==> src/rtl/bert_tx_lane_sequencer.sv <==
// Sequences GT transceiver TX control pins from static BERT config: full TX reset on source
// change or software request, TXRATE handshake on divider change, timeout/retry supervision.
module bert_tx_lane_sequencer #(
  parameter int unsigned RESET_CYCLES   = 16,
  parameter int unsigned TIMEOUT_CYCLES = 65536,
  parameter int unsigned RETRY_LIMIT    = 3
) (
  input  logic       clk,
  input  logic       rst,
  input  logic       config_updated,
  input  logic       cfg_enable,
  input  logic       cfg_invert,
  input  logic [2:0] cfg_prbsmode,
  input  logic [2:0] cfg_clkdiv,
  input  logic       cfg_clk_from_qpll,
  input  logic       cfg_tx_reset,
  input  logic       gt_cpll_lock,
  input  logic       gt_qpll_lock,
  input  logic       gt_txresetdone,
  input  logic       gt_txratedone,
  output logic       gt_gttxreset,
  output logic       gt_txuserrdy,
  output logic [2:0] gt_txrate,
  output logic [1:0] gt_txsysclksel,
  output logic [1:0] gt_txpllclksel,
  output logic [2:0] gt_txprbssel,
  output logic       gt_txpolarity,
  output logic       gt_txinhibit,
  output logic       busy,
  output logic       lane_ready,
  output logic       timeout_err
);

  localparam int unsigned CntMax = (RESET_CYCLES > TIMEOUT_CYCLES) ? RESET_CYCLES
                                                                   : TIMEOUT_CYCLES;
  localparam int unsigned CntW   = $clog2(CntMax + 1);
  localparam int unsigned RetryW = $clog2(RETRY_LIMIT + 1);

  localparam logic [CntW-1:0]   ResetLast   = CntW'(RESET_CYCLES - 1);
  localparam logic [CntW-1:0]   TimeoutLast = CntW'(TIMEOUT_CYCLES - 1);
  localparam logic [RetryW-1:0] RetryMax    = RetryW'(RETRY_LIMIT);

  typedef enum logic [2:0] {
    StResetAssert,
    StWaitLock,
    StWaitDone,
    StRun,
    StWaitRate,
    StFault
  } state_e;

  state_e            state_q, state_d;
  logic [CntW-1:0]   cnt_q, cnt_d;
  logic [RetryW-1:0] retry_q, retry_d;
  logic              pending_q, pending_d;
  logic [2:0]        clkdiv_q, clkdiv_d;
  logic              src_q, src_d;
  logic              timeout_q, timeout_d;
  logic [1:0]        sel_q;
  logic              pll_lock;
  logic              timeout_hit;

  assign pll_lock    = src_q ? gt_qpll_lock : gt_cpll_lock;
  assign gt_txrate   = clkdiv_q;
  assign timeout_err = timeout_q;

  assign gt_txsysclksel = sel_q;
  assign gt_txpllclksel = sel_q;

  always_comb begin
    state_d     = state_q;
    cnt_d       = cnt_q;
    retry_d     = retry_q;
    pending_d   = pending_q;
    clkdiv_d    = clkdiv_q;
    src_d       = src_q;
    timeout_d   = timeout_q;
    timeout_hit = 1'b0;

    if (config_updated) begin
      timeout_d = 1'b0;
      if (state_q != StRun) pending_d = 1'b1;
    end

    unique case (state_q)
      StResetAssert: begin
        if (cnt_q == ResetLast) begin
          if (!cfg_tx_reset) begin
            state_d = StWaitLock;
            cnt_d   = '0;
          end
        end else begin
          cnt_d = cnt_q + 1'b1;
        end
      end
      StWaitLock: begin
        if (pll_lock) begin
          state_d = StWaitDone;
          cnt_d   = '0;
        end else if (cnt_q == TimeoutLast) begin
          timeout_hit = 1'b1;
        end else begin
          cnt_d = cnt_q + 1'b1;
        end
      end
      StWaitDone: begin
        if (gt_txresetdone) begin
          state_d = StRun;
          retry_d = '0;
        end else if (cnt_q == TimeoutLast) begin
          timeout_hit = 1'b1;
        end else begin
          cnt_d = cnt_q + 1'b1;
        end
      end
      StRun: begin
        if (config_updated || pending_q) begin
          pending_d = 1'b0;
          if (cfg_tx_reset || (cfg_clk_from_qpll != src_q)) begin
            src_d    = cfg_clk_from_qpll;
            clkdiv_d = cfg_clkdiv;
            state_d  = StResetAssert;
            cnt_d    = '0;
          end else if (cfg_clkdiv != clkdiv_q) begin
            clkdiv_d = cfg_clkdiv;
            state_d  = StWaitRate;
            cnt_d    = '0;
          end
        end
      end
      StWaitRate: begin
        if (gt_txratedone) begin
          state_d = StRun;
        end else if (cnt_q == TimeoutLast) begin
          timeout_hit = 1'b1;
        end else begin
          cnt_d = cnt_q + 1'b1;
        end
      end
      StFault: begin
        if (config_updated) begin
          state_d = StResetAssert;
          retry_d = '0;
          cnt_d   = '0;
        end
      end
      default: begin
        state_d = StResetAssert;
        cnt_d   = '0;
      end
    endcase

    // Applied after the strobe clear so a coincident timeout still gets reported.
    if (timeout_hit) begin
      timeout_d = 1'b1;
      retry_d   = retry_q + 1'b1;
      cnt_d     = '0;
      state_d   = (retry_d == RetryMax) ? StFault : StResetAssert;
    end
  end

  always_ff @(posedge clk or posedge rst) begin
    if (rst) begin
      state_q       <= StResetAssert;
      cnt_q         <= '0;
      retry_q       <= '0;
      pending_q     <= 1'b0;
      clkdiv_q      <= 3'd0;
      src_q         <= 1'b0;
      timeout_q     <= 1'b0;
      sel_q         <= 2'b00;
      gt_gttxreset  <= 1'b1;
      gt_txuserrdy  <= 1'b0;
      gt_txprbssel  <= 3'd0;
      gt_txpolarity <= 1'b0;
      gt_txinhibit  <= 1'b1;
      busy          <= 1'b1;
      lane_ready    <= 1'b0;
    end else begin
      state_q       <= state_d;
      cnt_q         <= cnt_d;
      retry_q       <= retry_d;
      pending_q     <= pending_d;
      clkdiv_q      <= clkdiv_d;
      src_q         <= src_d;
      timeout_q     <= timeout_d;
      if (state_d == StResetAssert) sel_q <= {2{src_d}};
      gt_gttxreset  <= (state_d == StResetAssert) || (state_d == StFault);
      gt_txuserrdy  <= state_d inside {StWaitDone, StRun, StWaitRate};
      gt_txprbssel  <= cfg_prbsmode;
      gt_txpolarity <= cfg_invert;
      gt_txinhibit  <= !cfg_enable || (state_d != StRun);
      busy          <= state_d != StRun;
      lane_ready    <= state_d == StRun;
    end
  end

endmodule
==> config.mk <==
export PLATFORM = sky130hd
export DESIGN_NAME = bert_tx_lane_sequencer
export DESIGN_NICKNAME = d
export VERILOG_FILES = /design/src/rtl/bert_tx_lane_sequencer.sv
export SDC_FILE = /design/constraint.sdc
export NUM_CORES = 1
export LEC_CHECK = 0
export CORE_MARGIN = 4
export CORE_UTILIZATION = 40
export CTS_CLUSTER_DIAMETER = 120
export DETAILED_ROUTE_END_ITERATION = 8
export GPL_TIMING_DRIVEN = 0
export MAX_ROUTING_LAYER = met4
export SYNTH_ARGS = -nofsm -noshare
export SYNTH_HDL_FRONTEND = slang
export SYNTH_SLANG_ARGS = --single-unit
==> constraint.sdc <==
create_clock -name clk -period 3.8 [get_ports clk]
set_input_delay 0.95 -clock clk [delete_from_list [all_inputs] [get_ports clk]]
set_output_delay 0.95 -clock clk [all_outputs]
set_load 0.02 [all_outputs]
==> flow_summary.toml, run 1 <==
[outcome]
status = "finished, final reports clean"

[die]
initial_core_util_pct = 41.4
io_pins = 34
die_area_sq_um = 6510
row_count = 26
coreArea_sq_um = 5110
die_height_microns = 80.7
die_w_microns = 80.7

[sta]
slew_violations = 0
fin_setup_tns_ns = 0
min_period_ns = 3.54
fin_crit_sh_pct = 93.0
finalHoldViolCount = 0
tightest_slew_ns = 0.774
timing.slew.headroom_pct = 48.3
max_freq_mhz = 283
finalSetupViolations = 0
clock_skew_ns = 0.00525
rsz0062_at_grt = "false"

[synth]
synth-main-ff-cell = "dfrtp_1"
synth-seq-cells = 38
synth_common_cells = "dfrtp_1 (35), nand2_1 (17), nor2_1 (17), nand3_1 (14)"
synth_cells = 227
synth_most_common_cell = "dfrtp_1"
async_flop_share_pct = 100
syn_avg_cell_area_sq_um = 9.30
ys_types = 53
yosysWarnings = 0
syn_area_sq_um = 2110
yosysTopAreaCell = "dfrtp_1"
synthTopCellsByArea = "dfrtp_1 (41%), dfstp_2 (3.7%), nand3_1 (3.3%)"
syn-num-nets = 248
ys_seq_area_share_pct = 45.2
synth_top_area_share_pct = 41.5
synth_edf_count = 0

[place]
place_congestion = 0.875
post_dp_cell_area_sq_um = 2530
dp_hpwl_microns = 3450
io_buffer_count = 33

[power]
p_per_area_nw_per_um2 = 671
ir_drop_v = 0.000322
power_mw = 1.79
p_leak_nw = 1.14

[grt]
grt_usage_pct = 16.7
antenna_found_initial = 0
grt_max_degree = 39
globalRouteOverflowTotal = 0
grt_pass1_vias = 1680
grt_pass1_wl_microns = 8250

[clocking]
clkTransAtPathRegs_ns = 0.08
clock_path_buffers = 2
cts_tree = "yes"
htreeDepth = 2
postCtsSetupBuffers = 0
clock_sinks = 38
numCtsBuffers = 5
worstSkewPairLatency_ns = 0.29
root_buffer = "clkbuf_8"

[setup_path]
critPathRequiredTime_ns = 4.03
critPathLaunchType = "flop"
cpMostUsedCell = "and3_1"
crit_chain = "ha_1 > and3_1 > clkbuf_1 > and4_1 > and3_1 > and3_1 > ha_1 > and3_1 > a211o_1 > a31o_1 > or2_1 > buf_6 > or3_1 > nand3_1"
path_max_fanout = 10
cp.arrival_ns = 3.76
worstRegToRegCells = 14
cpLargestDelayFamily = "simple AND/OR/NAND/NOR gates"
end_kind = "flop"
critPathKind = "reg -> reg"
critical_path_cell_count = 14
slowest_stage = "dfrtp_1"
slowest_delay_ns = 0.42
worst-path-buf-inv = 2

[route]
vias = 1767
wl_microns = 4560
firstDrtPassIters = 4
viasPerCell = 5.23
route.detailed.drc = 0
ant_nets = 0
drtIter0Drc = 83
wl_per_cell_microns = 13.5

[final_layout]
nets = 288
n_fill_cell = 509
regArea_sq_um = 955
area_growth_pct = 26.4
finalInstanceArea_sq_um = 2670
drive_above_1_share_pct = 11.2
multi_input_area_sq_um = 1020
diodes = 0

[worst_hold_path]
holdPathStages = 1
holdCritPathClass = "reg -> reg"

[run]
maxCapViolCount = 0
worst paths after layout:
path                            slack, ns            startpoint                  endpoint
worst max-delay path                 0.26  cnt_q[0]$_DFFE_PP0P_      cnt_q[8]$_DFFE_PP0P_
worst min-delay path                 0.50  cnt_q[2]$_DFFE_PP0P_      cnt_q[2]$_DFFE_PP0P_
worst max register to register       0.26  cnt_q[0]$_DFFE_PP0P_      cnt_q[8]$_DFFE_PP0P_
worst min register to register       0.50  cnt_q[2]$_DFFE_PP0P_      cnt_q[2]$_DFFE_PP0P_
max in group asynchronous            2.18                   rst   timeout_err$_DFFE_PP0P_
min in group asynchronous            1.12                   rst  gt_txrate[2]$_DFFE_PP0P_
registers in the layout (all words and copies together), names as in the netlist:
register	cells
gt_txuserrdy	1
gt_gttxreset	1
busy	1
state_q	3
timeout_err	1
gt_txprbssel	3
gt_txinhibit	1
pending_q	1
gt_txpllclksel	1
cnt_q	17
src_q	1
gt_txrate	3
retry_q	2
gt_txpolarity	1
lane_ready	1
cell usage in the layout, fill, tap and decap left out, types with 2 or more instances in the layout:
cell | synthesis | layout
and2_1 | 2 | 2
nor2_1 | 17 | 16
clkbuf_1 | 2 | 2
nor3b_1 | 2 | 2
buf_6 | 3 | 3
nor2b_1 | 3 | 3
a211o_1 | 2 | 2
inv_1 | 12 | 11
ha_1 | 4 | 4
buf_2 | 2 | 2
a211oi_1 | 2 | 2
a31oi_1 | 5 | 5
nand4_1 | 3 | 3
mux2_2 | 4 | 4
nand2_1 | 17 | 17
nor3_1 | 2 | 2
clkdlybuf4s50_1 | 0 | 33
or3_1 | 7 | 7
o21ai_0 | 12 | 12
and4_1 | 2 | 2
o21a_1 | 2 | 2
nand2b_1 | 4 | 4
nor4_1 | 3 | 3
nand3_1 | 14 | 14
o22ai_1 | 3 | 3
a22o_1 | 2 | 2
a21o_1 | 3 | 3
mux2i_1 | 3 | 3
dfrtp_1 | 35 | 35
buf_4 | 5 | 5
bufinv_16 | 0 | 2
a21oi_1 | 11 | 11
and3_1 | 8 | 8
o21ai_1 | 5 | 5
xnor2_1 | 4 | 4
clkbuf_8 | 0 | 5
dfstp_2 | 3 | 3
power breakdown:
| part | switching, mW | internal [mW] |
|---|---|---|
| registers | 0.0532 | 0.495 |
| logic | 0.453 | 0.383 |
| clock network | 0.144 | 0.263 |
cell type report:
class                           count  share of cell area (%)
Timing Repair Buffer               33                    12.4
Clock buffer                        5                    2.58
Inverter                           12                    1.69
Tap cell                           70                    3.28
Multi-Input combinational cell    164                    38.3
Buffer                             13                    3.47
Sequential cell                    38                    35.8
Clock inverter                      3                    2.58
per-stage QoR:
stage	setup WS, ns	hold WS [ns]	utilization, %	cells
after floorplan	0.579	0.461	-	227
after global routing	0.0220	0.523	52.3	338
after CTS	0.238	0.500	52.2	338
after detailed placement	0.261	0.487	49.5	330
final	0.265	0.497	52.3	338
after global placement	0.259	0.479	49.5	330
kinds of logic after synthesis:
logic type / share of synthesized area (%)
adders and majority gates: 2.90
buffers and inverters: 6.52
muxes: 4.09
AOI/OAI and AO/OA: 18.4
and+or+nand+nor: 20.9
xor gates and xnor gates: 2.07
DFF: 45.2
routing by layer:
| metal | up-vias | share of wire [%] | GRT usage (%) |
|---|---|---|---|
| met5 | - | 0 | - |
| met4 | 0 | 1.8 | 5.07 |
| met1 | 822 | 48 | 22.4 |
| met3 | 11 | 4.4 | 3.25 |
| li1 | 892 | - | - |
| met2 | 42 | 46 | 25.7 |
repair_timing:
action,CTS,global route
hold buffers,0,0
setup endpoints to repair,0,5
gates resized for setup,0,1
Power figures use the tool's default switching activity.
==> run 2, diff against run 1 <==
- CAP_MARGIN: default -> 20
==> results of run 2 <==
The final DEF is identical to that of run 1; final timing and power are the same.
==> RTL change 1: new RTL, config.mk and constraints of run 1 <==
Make the reset (`rst`) synchronous in one clocked block.
--- a/src/rtl/bert_tx_lane_sequencer.sv
+++ b/src/rtl/bert_tx_lane_sequencer.sv
@@ -161,3 +161,3 @@
 
-  always_ff @(posedge clk or posedge rst) begin
+  always_ff @(posedge clk) begin
     if (rst) begin
Formal check against the unedited RTL: differs if rst is asserted again (counterexample within 4 cycles, from zero or initial values and one cycle with rst high); with rst held inactive, the same outputs for 10 cycles.
==> RTL change 1 against run 1 <==
- cell area increased by 3.6%
- routed wire length increased by 15%
- worst setup slack improved by 0.28 ns
- synthesized cell count increased by 13%
- synthesized area increased by 4.6%
- sequential cell count unchanged
- clock skew decreased by 0.0028 ns
- largest cell class unchanged
- highest routed layer unchanged
Power is not compared: it rests on default switching activity, and its combinational part moved more than twofold at a synthesized area within 25%.
==> RTL change 1: results (changes against run 1) <==
status=completed; DP Area=0.00263 mm2 (+3.9%); HPWL Detailed=3840 um (+11%); invs w/o clock=4 (-8); number of multi-input logic gates=205 (+25%); Post-Syn Nets=278 (+12%); Finished Layout Cells=368 (+8.9%); multi-input combinational area share=49.2% (+11 points); first drt pass iteration count=4 (unchanged); number of non-clock buffers=43 (-6.5%); clock network area share=4.98% (-0.18 points); Crit path arrival time=3.45 ns (-0.31 ns); Synth async-reset ratio=0% (-100 points); max FFs per register=17 (unchanged); Fill cells=499 (-2.0%); iteration-0 DRC count of the detailed router=160 (+93%); Combinational Power Share=5.9%; FF/Latch Area=761 um2 (-20%); cells after synthesis=257 (+13%); largest net degree at the start of global routing=14 (-64%); clock-pin slew of the registers on the worst-case setup and hold paths=0.08 ns (about the same); Finished Core Util=52.8% (+0.52 points); GP Congestion=0.899 (+2.8%); worst hold path class=register to register; first-pass GRT wire length=9100 um (+10%); total track usage=17.9% (+1.2 points); Critical Path Fanout Max=9 (-1); Netlist cell types=61 (+15%); worst skew pair latency=0.30 ns; critical path's largest stage delay=0.39 ns (-0.03 ns); # nets final=318 (+10%); Peak supply drop=0.180 mV; FF+latch count=38 (unchanged); pre-CTS WS=0.557 ns (+0.296 ns); Non-clock buffers, area share=14.6% (-1.2 points); Seq/Total Area, Yosys=34.4% (-11 points); post_cts resized=0 (unchanged); Max transition margin=68.2% (+20 points); share of cells above drive strength 1=15.4% (+4.2 points); vias per std cell=5.44 (+4.1%); Max Clock Skew=0.00244 ns (-0.00281 ns); ys flop type=dfxtp_1; CTS H-tree lvls=2 (unchanged); Yosys Warn Count=0 (unchanged); Post-Place Cells=360 (+9.1%); Avg WL per Cell=14.2 um (+5.2%); most common library cells after synthesis=38 x dfxtp_1, 38 x nor2_1, 18 x a21oi_1; Critical-path top delay cell=dfxtp_1; vias in the first global route=1,941 (+16%); Area contributors post-synth=dfxtp_1 34%, nor2_1 6.5%, a21oi_1 4.1%
[RTL change 1: cell families (layout without fill, tap and decap cells)]
logic type | after synthesis | after routing | share of synthesized area (%)
adders and majority gates | 4 | 4 | 2.27
AOI/OAI and AO/OA | 61 | 61 | 20.8
DFF | 38 | 38 | 34.4
and+or+nand+nor | 127 | 127 | 32.7
muxes | 7 | 7 | 3.45
buffers and inverters | 14 | 55 | 4.02
xor gates and xnor gates | 6 | 6 | 2.38
[RTL change 1: worst paths after layout]
| kind | from | to | slack, ns | depth (start not counted) |
|---|---|---|---|---|
| min | timeout_err | timeout_err | 0.50 | 2 |
| max | cnt_q[0] | gt_txpllclksel[0] | 0.55 | 12 |
| min reg2reg | timeout_err | timeout_err | 0.50 | 2 |
| max reg2reg | cnt_q[0] | gt_txpllclksel[0] | 0.55 | 12 |
[RTL change 1: layer usage]
layer	track usage (%)	up-vias	part of all wire, %
met5	-	-	0
met2	27.0	42	43
met1	23.3	943	50
met3	3.36	10	4.7
li1	-	1008	-
met4	7.81	0	2.0
==> RTL change 2: new RTL, config.mk and constraints of run 1 <==
Without the edit above. `RESET_CYCLES`: 16 -> 32.
--- a/src/rtl/bert_tx_lane_sequencer.sv
+++ b/src/rtl/bert_tx_lane_sequencer.sv
@@ -3,3 +3,3 @@
 module bert_tx_lane_sequencer #(
-  parameter int unsigned RESET_CYCLES   = 16,
+  parameter int unsigned RESET_CYCLES   = 32,
   parameter int unsigned TIMEOUT_CYCLES = 65536,
Function: no difference found for any inputs over 10 cycles, from zero or initial values and one cycle with rst high; that may be too few to reach the edited logic, so the function may still have changed.
==> RTL change 2 against run 1 <==
- sequential power increased by 4.7%
- first-iteration DRC count grew 48%
- clock power shrank 28%
- combinational power shrank 3.0%
- sequential cell count stayed put
- synthesized area rose by 7.0%
- total power decreased by 6.3%
- worst setup slack improved by 0.66 ns
- cell area grew 3.8%
- routed wire length grew 13%
- critical endpoint is now cnt_q[7]
- highest routed layer unchanged
==> RTL change 2: results (changes against run 1) <==
clock-pin slew of the registers on the worst-case setup and hold paths=0.08 ns (about the same); worst hold path class=register to register; Synth Area in XOR/XNOR=1.55% (-0.52 points); diode count=0 (unchanged); Fill cells=521 (+2.4%); HP Start=retry_q[0]; R2R cell count=11 (-3); status=completed; total track usage=16.6% (-0.10 points); wl on met1=2570 um (+17%); Setup crit start kind=register; routed wire length=5170 um (+13%); grt met2 use=26.5% (+0.71 points); first-pass GRT wire length=9290 um (+13%); HPWL Detailed=3720 um (+7.8%); sequential power share=34.2% (+3.6 points); CP Capture Point=cnt_q[7]; Crit path arrival time=3.06 ns (-0.70 ns); complex-gate fraction of the synthesized area=24.3% (+5.9 points); Post-Syn Nets=258 (+4.0%); max FFs per register=17 (unchanged); GP Congestion=0.867 (-0.99%); # nets final=298 (+3.5%); Area contributors post-synth=dfrtp_1 39%, a21oi_1 3.5%, o21ai_0 3.5%; vias per std cell=5.41 (+3.4%); IO Port Bufs=33 (unchanged); Reg2Reg Setup Slack=0.92 ns (+0.66 ns); share of cells above drive strength 1=15.1% (+3.9 points); Leak Pwr=0.00118 uW (+3.4%); mux cell area share after synthesis=3.32% (-0.77 points); Seq/Total Area, Yosys=42.2% (-3.0 points); Critical Path Fanout Max=8 (-2); Max Clock Skew=0.00920 ns (+0.00394 ns); vias in the first global route=1,997 (+19%); met2 WL=2320 um (+12%); Adder-Cell Fraction of Synth Area=2.21% (-0.69 points); met3 Resource Use GR=3.77% (+0.52 points); Peak supply drop=0.475 mV (+48%); Hold Slack=0.500 ns (+0.00287 ns); first drt pass iteration count=4 (unchanged); worst hold endpoint=retry_q[0]; Least-Margin Pin Slew=0.810 ns (+0.0359 ns); met3 wire length=238 um (+18%); worst skew pair latency=0.29 ns (about the same); iteration-0 DRC count of the detailed router=123 (+48%); met1 Resource Use GR=21.5% (-0.91 points); DP Area=0.00268 mm2 (+5.9%); internal power=1020 uW (-11%); most common library cells after synthesis=35 x dfrtp_1, 21 x nand2_1, 16 x a21oi_1, 16 x o21ai_0; Combinational Power Share=48.3% (+1.6 points); Netlist cell types=59 (+11%)
RTL change 2: final cells by class:
type | count | area [um2] | area share (%)
buffer | 12 | 81.3 | 2.93
tap | 72 | 90.1 | 3.25
sequential | 38 | 955 | 34.4
clock inverter | 1 | 5.00 | 0.181
multi-input combinational | 173 | 1170 | 42.3
timing repair buffer | 33 | 330 | 11.9
inverter | 14 | 52.6 | 1.90
clock buffer | 7 | 86.3 | 3.12
RTL change 2: stage by stage:
stage                     instances  total power (uW)  worst slack (ns)
after floorplan                 237              1140              1.36
after global placement          342              1390             0.702
after detailed placement        342              1390             0.721
after CTS                       350              1690             0.934
after global routing            350              1820             0.722
final                           350              1680             0.924
RTL change 2: cell families after synthesis:
group | after synthesis
adders and majority gates | 4
buffers and inverters | 26
and+or+nand+nor | 84
AOI/OAI and AO/OA | 74
xor gates and xnor gates | 4
DFF | 38
muxes | 7
